<file path="config.mk">
export PLATFORM = sky130hd
export DESIGN_NAME = nco_gen
export DESIGN_NICKNAME = d
export VERILOG_FILES = /design/src/rtl/nco_gen.sv
export SDC_FILE = /design/constraint.sdc
export NUM_CORES = 1
export LEC_CHECK = 0
export CORE_ASPECT_RATIO = 1.75
export CORE_MARGIN = 2
export CORE_UTILIZATION = 49
export CTS_BUF_LIST = sky130_fd_sc_hd__clkbuf_16
export CTS_CLUSTER_SIZE = 12
export DETAILED_ROUTE_END_ITERATION = 8
export DONT_BUFFER_PORTS = 1
export PLACE_DENSITY = 0.64
export SLEW_MARGIN = 10
export SYNTH_ARGS = -nofsm -noshare
export SYNTH_HDL_FRONTEND = slang
export SYNTH_SLANG_ARGS = --single-unit
export TNS_END_PERCENT = 50
</file>
<file path="constraint.sdc">
create_clock -name clk -period 3.5 [get_ports clk]
set_clock_uncertainty 0.05 [all_clocks]
set_input_delay 0.525 -clock clk [delete_from_list [all_inputs] [get_ports clk]]
set_output_delay 0.525 -clock clk [all_outputs]
set_load 0.02 [all_outputs]
</file>
<file path="src/rtl/nco_gen.sv">
// nco_gen -- numerically controlled oscillator for the BPSK carrier path.
//
// A phase accumulator steps by FREQ_BASE + (diff <<< DIFF_SHIFT) on every
// valid sample. A static phase offset is added, and the top ADDR_W phase bits
// address a quarter-wave sine table. The result is quadrature sine/cosine from
// a registered 3-stage pipeline. All arithmetic wraps modulo 2^PHASE_W.
//
// Ports:
//   clk        clock, all state on the rising edge
//   reset      asynchronous, active-low reset
//   in_valid   sample strobe; the accumulator steps only when high
//   diff       signed frequency offset (scaled by 2^DIFF_SHIFT)
//   phase_offs unsigned phase offset, added after the accumulator
//   sync_clr   synchronous accumulator clear
//   out_valid  sin_out/cos_out carry a new sample this cycle
//   phase      accumulator value (stage-0 register)
//   sin_out    signed sine, OUT_W bits
//   cos_out    signed cosine, OUT_W bits
//
// Optional feature macro: NCO_DITHER_EN. When it is defined, a 16-bit LFSR
// adds phase dither below the address bits before truncation.

module nco_gen #(
    parameter int                 PHASE_W    = 32,
    parameter logic [PHASE_W-1:0] FREQ_BASE  = PHASE_W'(429496729),
    parameter int                 DIFF_SHIFT = 3,
    parameter int                 ADDR_W     = 10,
    parameter int                 OUT_W      = 16,
    parameter string              LUT_FILE   = "sin_quarter.hex"
) (
    input  logic                      clk,
    input  logic                      reset,
    input  logic                      in_valid,
    input  logic [PHASE_W-1:0]        diff,
    input  logic [PHASE_W-1:0]        phase_offs,
    input  logic                      sync_clr,
    output logic                      out_valid,
    output logic [PHASE_W-1:0]        phase,
    output logic signed [OUT_W-1:0]   sin_out,
    output logic signed [OUT_W-1:0]   cos_out
);

    localparam int Q   = 1 << (ADDR_W - 2);
    localparam int AMP = (1 << (OUT_W - 1)) - 1;

    // Quarter-table entry T[k] = round(AMP * sin(pi*(2k+1)/2^ADDR_W)).
    // The table is evaluated at elaboration with a 60-bit fixed-point Taylor
    // series, so the ROM contents need no external image. Terms stay positive
    // because the angle never exceeds pi/2. Their signs alternate by index.
    function automatic logic [OUT_W-1:0] sin_entry(input int k);
        logic [127:0] pi_fx;
        logic [127:0] x;
        logic [127:0] x2;
        logic [127:0] term;
        logic [127:0] sum;
        logic [127:0] v;
        pi_fx = 128'h3243F6A8885A308D;
        x     = (pi_fx * 128'(2 * k + 1)) >> ADDR_W;
        x2    = (x * x) >> 60;
        term  = x;
        sum   = x;
        for (int n = 1; n <= 12; n++) begin
            term = ((term * x2) >> 60) / 128'((2 * n) * (2 * n + 1));
            if (n % 2 == 1)
                sum = sum - term;
            else
                sum = sum + term;
        end
        v = sum * 128'(AMP);
        v = (v + (128'd1 << 59)) >> 60;
        return v[OUT_W-1:0];
    endfunction

    logic signed [OUT_W-1:0] quarter [Q];

    for (genvar g = 0; g < Q; g++) begin : g_rom
        assign quarter[g] = sin_entry(g);
    end

    // The table is generated here. LUT_FILE only names the image that
    // file-based ROM flows would load.
    if (LUT_FILE == "") begin : g_lut_name_unset
    end

    logic [PHASE_W-1:0] step;
    assign step = FREQ_BASE + (diff << DIFF_SHIFT);

    // Phase dither added below the address bits at stage 1
`ifdef NCO_DITHER_EN
    localparam int DW = ((PHASE_W - ADDR_W) < 16) ? (PHASE_W - ADDR_W) : 16;

    logic [15:0]        lfsr;
    logic [PHASE_W-1:0] dither;

    assign dither = PHASE_W'(lfsr[DW-1:0]);

    // Fibonacci LFSR x^16+x^14+x^13+x^11+1, one step per accepted sample
    always_ff @(posedge clk or negedge reset) begin
        if (!reset)
            lfsr <= 16'hACE1;
        else if (in_valid)
            lfsr <= {lfsr[0] ^ lfsr[2] ^ lfsr[3] ^ lfsr[5], lfsr[15:1]};
    end
`else
    logic [PHASE_W-1:0] dither;
    assign dither = '0;
`endif

    logic                    v0;
    logic                    v1;
    logic                    v2;
    logic [ADDR_W-1:0]       p1;
    logic [PHASE_W-1:0]      p1_sum;
    logic [ADDR_W-3:0]       k1;
    logic [1:0]              q2;
    logic signed [OUT_W-1:0] rom_a;
    logic signed [OUT_W-1:0] rom_b;

    // Stage 0: accumulator. A clear combined with a sample loads the step
    // directly, so that sample's phase is S rather than 0.
    always_ff @(posedge clk or negedge reset) begin
        if (!reset) begin
            phase <= '0;
            v0    <= 1'b0;
        end else begin
            v0 <= in_valid;
            if (sync_clr && in_valid)
                phase <= step;
            else if (sync_clr)
                phase <= '0;
            else if (in_valid)
                phase <= phase + step;
        end
    end

    // Stage 1: add offset and dither, keep only the lookup address bits
    assign p1_sum = phase + phase_offs + dither;

    always_ff @(posedge clk or negedge reset) begin
        if (!reset) begin
            p1 <= '0;
            v1 <= 1'b0;
        end else begin
            v1 <= v0;
            if (v0)
                p1 <= ADDR_W'(p1_sum >> (PHASE_W - ADDR_W));
        end
    end

    // Stage 2: read T[k] and the mirrored entry T[Q-1-k] (bitwise complement)
    assign k1 = p1[ADDR_W-3:0];

    always_ff @(posedge clk or negedge reset) begin
        if (!reset) begin
            q2    <= '0;
            rom_a <= '0;
            rom_b <= '0;
            v2    <= 1'b0;
        end else begin
            v2 <= v1;
            if (v1) begin
                q2    <= p1[ADDR_W-1 -: 2];
                rom_a <= quarter[k1];
                rom_b <= quarter[~k1];
            end
        end
    end

    // Stage 3: quadrant selection and sign. Table entries never reach
    // -2^(OUT_W-1), so negation cannot overflow.
    always_ff @(posedge clk or negedge reset) begin
        if (!reset) begin
            sin_out   <= '0;
            cos_out   <= '0;
            out_valid <= 1'b0;
        end else begin
            out_valid <= v2;
            if (v2) begin
                case (q2)
                    2'd0: begin
                        sin_out <= rom_a;
                        cos_out <= rom_b;
                    end
                    2'd1: begin
                        sin_out <= rom_b;
                        cos_out <= -rom_a;
                    end
                    2'd2: begin
                        sin_out <= -rom_a;
                        cos_out <= -rom_b;
                    end
                    default: begin
                        sin_out <= -rom_b;
                        cos_out <= rom_a;
                    end
                endcase
            end
        end
    end

endmodule

</file>
==> results of run 1 <==
layer usage:
metal,GRT overflow,track usage
met1,0,0.574
met5,0,0.0256
met2,1,0.883
met3,0,0.307
met4,3,0.667
cells by family after synthesis:
group,Yosys count,share of synthesized area
simple gates,748,0.223
compound gates,849,0.348
mux,86,0.0866
flops,110,0.177
fa+ha+maj,81,0.0650
xor+xnor,61,0.0343
buf+inv,270,0.0656
metrics by stage:
step	std cells	setup TNS, ns
global placement	2775	-2.86
CTS	2792	0
detailed placement	2775	-3.99
floorplan	2205	0
timing repair:
item / CTS
hold buffers: 1
gates resized for setup: 2
buffers inserted: 0
endpoints found under the setup margin: 4
endpoints found under the hold margin: 110
==> flow_metrics.tcl, run 1 <==
set metrics [dict create \
    synth.largest_area_cell "dfrtp_1" \
    status "did not finish" \
    synth_most_common_cell "o21ai_0" \
    dp_hpwl_um 71300 \
    grt_pass1_vias 22164 \
    grt_start_max_net_pins 111 \
    dpl_worst_slack_ns -0.509 \
    clockBufferDepth 2 \
    synth_nets 2354 \
    clockRootBuffer "clkbuf_16" \
    synth_edf_count 0 \
    start_util 0.496 \
    synth_common_cells "228 x o21ai_0, 209 x nand2_1, 207 x a21oi_1, 201 x nor2_1, 171 x clkbuf_1" \
    portBuffers 0 \
    grt_first_pass_wirelength_um 150000 \
    ys_seq_area_frac 0.177 \
    avgSynthCellArea_um2 7.07 \
    io_pins 133 \
    gp_congestion 1.18 \
    cts_buffers 9 \
    dieWidth_um 139 \
    lastStage "global routing (5_1_grt)" \
    synth_flop_cell "dfrtp_1" \
    placed_area_mm2 0.0184 \
    grt-ovfl-total 4 \
    synthArstFlopShare 1.00 \
    cts.sinks 110 \
    error_line "[ERROR GRT-0116] Global routing finished with congestion. Check the congestion regions in the DRC Viewer." \
    yosys_register_bits 110 \
    rows 86 \
    ys_warn_count 0 \
    htreeDepth 3 \
    die_h_um 240 \
    netlist_area_mm2 0.0156 \
    grt_usage 0.602 \
    synthCells 2205 \
    netlist.area_leader.share 0.177 \
    synth_area_leaders "dfrtp_1 18%, o21ai_0 7.3%, a21oi_1 6.6%, ha_1 6.5%, nand2_1 5.0%" \
    synth.distinct_cells 75 \
]
==> run 2, diff against run 1 <==
==> config.mk (replaced) <==
export PLATFORM = sky130hd
export DESIGN_NAME = nco_gen
export DESIGN_NICKNAME = d
export VERILOG_FILES = /design/src/rtl/nco_gen.sv
export SDC_FILE = /design/constraint.sdc
export NUM_CORES = 1
export LEC_CHECK = 0
export CORE_MARGIN = 2
export CORE_UTILIZATION = 34
export DETAILED_ROUTE_END_ITERATION = 8
export DONT_BUFFER_PORTS = 1
export PLACE_DENSITY_LB_ADDON = 0.15
export SLEW_MARGIN = 10
export SYNTH_ARGS = -nofsm -noshare
export SYNTH_HDL_FRONTEND = slang
export SYNTH_SLANG_ARGS = --single-unit
export TNS_END_PERCENT = 50
==> constraint.sdc (replaced) <==
create_clock -name clk -period 4.55 [get_ports clk]
set_clock_uncertainty 0.05 [all_clocks]
set_input_delay 0.6825 -clock clk [delete_from_list [all_inputs] [get_ports clk]]
set_output_delay 0.6825 -clock clk [all_outputs]
set_load 0.02 [all_outputs]
==> run 2 against run 1 <==
Net effect: the flow now finishes without violations; synthesized area is the same; synthesized cell count is the same.
==> flow_metrics.tcl, run 2 <==
set metrics [dict create \
    worstPathRequired_ns 4.78 \
    power_density_mw_per_mm2 967 \
    synth_common_cells "228 x o21ai_0, 209 x nand2_1, 207 x a21oi_1, 201 x nor2_1, 171 x clkbuf_1" \
    leakage_nw 6.53 \
    clk_pin_slew_worst_paths_ns 0.08 \
    synth_area_leaders "dfrtp_1 18%, o21ai_0 7.3%, a21oi_1 6.6%, ha_1 6.5%, nand2_1 5.0%" \
    vias 18752 \
    worstMarginPinSlew_ns 1.23 \
    hold_viol_final 0 \
    min_path_type "input pin to asynchronous set/reset pin" \
    p_sw_mw 10.2 \
    dieWidth_um 218 \
    worstReg2RegStart "p1[2]" \
    ys_warn_count 0 \
    final_cell_mix "228 x o21ai_0, 209 x nand2_1, 207 x a21oi_1" \
    grt_pass1_vias 17768 \
    n_antenna_cell 0 \
    io_pins 133 \
    crit_arrival_ns 4.19 \
    synthArstFlopShare 1.00 \
    hold_slack_ns 0.122 \
    reg_top3 "phase: 32 flops, cos_out: 16 flops, sin_out: 16 flops" \
    ff2ff_setup_slack_ns 0.59 \
    htreeDepth 3 \
    start_util 0.344 \
    clockPowerShare 0.054 \
    clockRootBuffer "clkbuf_16" \
    fin_setup_tns_ns 0 \
    wl_um 84900 \
    largest_register_ffs 32 \
    grt-ovfl-total 0 \
    slew_violations 0 \
    worst-path-max-fanout 47 \
    grt_usage 0.351 \
    synth_nets 2354 \
    status "completed" \
    start_kind "register" \
    stdcell_area_mm2 0.0170 \
    avgSynthCellArea_um2 7.07 \
    reg2reg_depth 10 \
    cts_buffers 9 \
    synth_most_common_cell "o21ai_0" \
    ant_nets 0 \
    grt_setup_unrepaired "false" \
    switching_share 0.618 \
    placed_area_mm2 0.0167 \
    gp_congestion 1.07 \
    regMostFlops "phase" \
    final_core_util 0.375 \
    wl_per_cell_um 31.0 \
    antenna_found_initial 1 \
    synth.distinct_cells 75 \
    cts_tree "built" \
    ir_drop_mv 0.312 \
    layout_commonest_cell "o21ai_0" \
    cell_internal_pwr_mw 6.28 \
    n_fill_cell 4844 \
    synth.largest_area_cell "dfrtp_1" \
    combPwrFrac 0.799 \
    synth_edf_count 0 \
    clk_latency_ns 0.40 \
    period_minus_slack_ns 3.96 \
    drv_cap 0 \
    route.detailed.drc 0 \
    placed_cells 2725 \
    netlist.area_leader.share 0.177 \
    cp-end-kind "register" \
    die_area_mm2 0.0476 \
    portBuffers 0 \
    layout-drive-gt1-share 0.113 \
    period_share 0.871 \
    clockBufferDepth 2 \
    critical_path_class "register to register" \
    yosys_register_bits 110 \
    grt_first_pass_wirelength_um 123000 \
    dr.pass1.iters 7 \
    dp_hpwl_um 62200 \
    grt_start_max_net_pins 138 \
    ys_seq_area_frac 0.177 \
    setup_viol 0 \
    die_h_um 218 \
    netlist_area_mm2 0.0156 \
    nNetsFinal 2286 \
    via_per_inst 6.84 \
    rows 78 \
    final_cells 2742 \
    area.growth.synth_to_final_pct 9.10 \
    reg2reg_to "rom_b[0]" \
    fmax_mhz 252 \
    core-area_mm2 0.0453 \
    synthCells 2205 \
    first_iter_violations 2395 \
    cts.sinks 110 \
    synth_flop_cell "dfrtp_1" \
    max-slew-margin-rel 0.176 \
    pwr-share-seq 0.147 \
]
## run 2: cell counts after synthesis
No cell type changed its count.
## run 2: worst max path at each step
| stage | end | cells past startpoint | from |
|---|---|---|---|
| floorplan | phase[31] | 16 | diff[0] |
| global placement | phase[28] | 15 | diff[0] |
| detailed placement | phase[28] | 15 | diff[0] |
| CTS | phase[28] | 15 | diff[0] |
| global route | phase[30] | 17 | diff[0] |
| finish | rom_b[0] | 10 | p1[2] |
## run 2: worst max-delay path, cell delays in order (launching register included)
cell and delay (ns):
dfrtp_2 0.47, buf_4 0.47, nor2b_2 0.86, nor3_1 0.14, nor2_1 0.16, o21ai_0 0.10
a31oi_1 0.40, a311oi_1 0.09, o311ai_0 0.75, buf_4 0.24, o21ai_0 0.09
## run 2: kinds of logic (layout without fill, tap and decap cells)
| kind of cell | Yosys count | in the layout | share of synthesized area |
|---|---|---|---|
| compound gates | 849 | 849 | 0.348 |
| simple gates | 748 | 748 | 0.223 |
| buf+inv | 270 | 207 | 0.0656 |
| flops | 110 | 110 | 0.177 |
| mux | 86 | 86 | 0.0866 |
| fa+ha+maj | 81 | 81 | 0.0650 |
| xor+xnor | 61 | 61 | 0.0343 |
## run 2: layout make-up
type                    instances  area, µm²  share of cell area
inverters                      62        233              0.0137
clock buffers                   9        225              0.0132
multi-input cells            1825      11800               0.695
well taps                     600        751              0.0442
flip-flops and latches        110       2770               0.163
clock inverters                 7       86.3             0.00508
repair buffers                129       1110              0.0655
## run 2: power groups by stage
| stage | registers [mW] | logic [mW] | clock network [mW] |
|---|---|---|---|
| after floorplan | 2.02 | 7.66 | 0 |
| after global placement | 2.42 | 12.6 | 0 |
| after detailed placement | 2.44 | 12.5 | 0 |
| after CTS | 2.42 | 12.5 | 0.922 |
| after global routing | 2.50 | 13.6 | 0.944 |
| final | 2.41 | 13.1 | 0.890 |
## run 2: layer usage
metal / global-route usage / vias up / routed length [µm]
met4: 0.205 / 0 / 5460
met1: 0.446 / 9069 / 33800
li1: - / 8212 / -
met3: 0.0923 / 286 / 8750
met5: 0 / - / 0
met2: 0.534 / 1185 / 36900
## run 2: repair_timing
action,in CTS,in global routing
hold buffers,1,0
hold endpoints to repair,110,0
buffers inserted,0,0
gates resized for setup,0,0
endpoints found under the setup margin,0,0
## run 2: through the flow
stage	setup WS [ns]	power (mW)
4_1_cts	0.691	15.9
3_3_place_gp	0.281	15.0
5_1_grt	0.399	17.1
3_5_place_dp	0.258	14.9
2_1_floorplan	0.836	9.68
6_report	0.588	16.4
Note: power is estimated with default switching activity, not from simulation.
==> run 3, diff against run 2 <==
==> constraint.sdc (replaced) <==
create_clock -name clk -period 4.55 [get_ports clk]
set_clock_uncertainty 0.05 [all_clocks]
set_input_delay 0.2275 -clock clk [delete_from_list [all_inputs] [get_ports clk]]
set_output_delay 0.2275 -clock clk [all_outputs]
set_load 0.02 [all_outputs]
==> run 3 against run 2 <==
Net effect: power rose by 0.73%; clock power rose by 1%; sequential power barely moved; non-clock buffer count up 12; combinational power about the same; via count about the same; global-route usage increased by 0.23 points; highest routed layer unchanged.
==> flow_metrics.tcl, run 3 (synthesized netlist as in run 2, its figures left out) <==
set metrics [dict create \
    status "completed" \
    clockBufferDepth 2 \
    rows 78 \
    wl_um 85300 \
    placed_area_mm2 0.0167 \
    first_iter_violations 2419 \
    portBuffers 0 \
    n_fill_cell 4887 \
    antenna_found_initial 1 \
    vias 18764 \
    io_pins 133 \
    regMostFlops "phase" \
    start_kind "register" \
    leakage_nw 6.60 \
    worstReg2RegStart "p1[1]" \
    critical_path_class "register to register" \
    die_h_um 218 \
    gp_congestion 1.01 \
    min_path_type "input pin to register" \
    area.growth.synth_to_final_pct 10.1 \
    nNetsFinal 2298 \
    worstMarginPinSlew_ns 1.19 \
    period_minus_slack_ns 3.93 \
    grt_usage 0.353 \
    dp_hpwl_um 62200 \
    slew_violations 0 \
    whs_path_depth 3 \
    drv_cap 0 \
    worstPathRequired_ns 4.78 \
    clk_latency_ns 0.41 \
    grt_pass1_vias 17929 \
    fmax_mhz 255 \
    clk_pin_slew_worst_paths_ns 0.08 \
    ant_nets 0 \
    cts_buffers 9 \
    dieWidth_um 218 \
    setup_viol 0 \
    worst-path-max-fanout 23 \
    via_per_inst 6.81 \
    period_share 0.863 \
    power_density_mw_per_mm2 965 \
    final_cell_mix "228 x o21ai_0, 209 x nand2_1, 207 x a21oi_1" \
    ir_drop_mv 0.388 \
    grt_first_pass_wirelength_um 124000 \
    route.detailed.drc 0 \
    critPathLaunch "p1[1]" \
    post-cts-setup-buffer-count 0 \
    clockRootBuffer "clkbuf_16" \
    cp-end-kind "register" \
    dr.pass1.iters 9 \
    layout-drive-gt1-share 0.112 \
    grt_setup_unrepaired "false" \
    core-area_mm2 0.0453 \
    wl_per_cell_um 30.9 \
    cts.sinks 110 \
    cts-resized-gates 0 \
    fin_setup_tns_ns 0 \
    grt-ovfl-total 0 \
    hp-start "diff[14]" \
    crit_arrival_ns 4.16 \
    hold_buffers 12 \
    layout_commonest_cell "o21ai_0" \
    stdcell_area_mm2 0.0171 \
    largest_register_ffs 32 \
    hold_viol_final 0 \
    max-slew-margin-rel 0.203 \
    start_util 0.344 \
    grt_start_max_net_pins 192 \
    die_area_mm2 0.0476 \
    reg2reg_depth 10 \
    reg_top3 "phase: 32 flops, cos_out: 16 flops, sin_out: 16 flops" \
    htreeDepth 3 \
    cts_tree "built" \
]
[run 3: cell count changes in the layout (fill, tap and decap cells not counted)]
cell,previous run,this run
dlygate4sd3_1,0,9
buf_12,10,13
diode_2,0,1
nor2b_2,3,2
clkinv_2,1,0
inv_8,3,4
nor2b_1,28,29
inv_6,2,1
clkbuf_1,0,1
[run 3: power breakdown]
group / total [mW] / leakage (nW) / switching [mW] / internal, mW
sequential: 2.38 / 1.31 / 0.985 / 1.40
combinational: 13.3 / 5.13 / 8.77 / 4.51
clock: 0.902 / 0.155 / 0.457 / 0.445
[run 3: worst max-delay path, cell delays in order, from the launching register on]
cell and delay (ns):
dfrtp_1 0.38, buf_4 0.27, ha_1 0.48, nor2b_1 1.01, nor3_1 0.10, a2111oi_0 0.76, buf_4 0.24, a311oi_1 0.05
a31oi_1 0.19, buf_4 0.18, a21oi_1 0.07
[run 3: layout make-up]
class	instances	area [µm²]	share of cell area
Clock inverter	6	83.8	0.00489
Antenna cell	1	2.50	0.000146
Clock buffer	10	229	0.0134
Sequential cell	110	2770	0.162
Timing Repair Buffer	141	1260	0.0737
Tap cell	600	751	0.0438
Inverter	62	233	0.0136
Multi-Input combinational cell	1825	11800	0.689
[run 3: final timing paths]
check,end,slack (ns)
min,phase[17],0.02
max,rom_a[5],0.62
max in group asynchronous,p1[3],3.50
max reg2reg,rom_a[5],0.62
min in group asynchronous,rom_a[0],0.35
min reg2reg,q2[0],0.45
[run 3: layer usage]
metal	wire (µm)	track usage
met1	33700	0.450
met2	36600	0.532
met3	9450	0.101
met4	5520	0.201
met5	0	0
[run 3: stage by stage]
stage / hold WS (ns) / power [mW] / util / worst slack, ns / cells
2_1_floorplan: -0.118 / 9.68 / - / 1.09 / 2205
3_3_place_gp: -0.116 / 15.1 / 0.368 / 0.725 / 2726
3_5_place_dp: -0.116 / 15.0 / 0.368 / 0.661 / 2726
4_1_cts: 0.000793 / 16.0 / 0.379 / 0.889 / 2754
5_1_grt: 0.0338 / 17.2 / 0.379 / 0.693 / 2754
6_report: 0.0158 / 16.6 / 0.379 / 0.624 / 2755
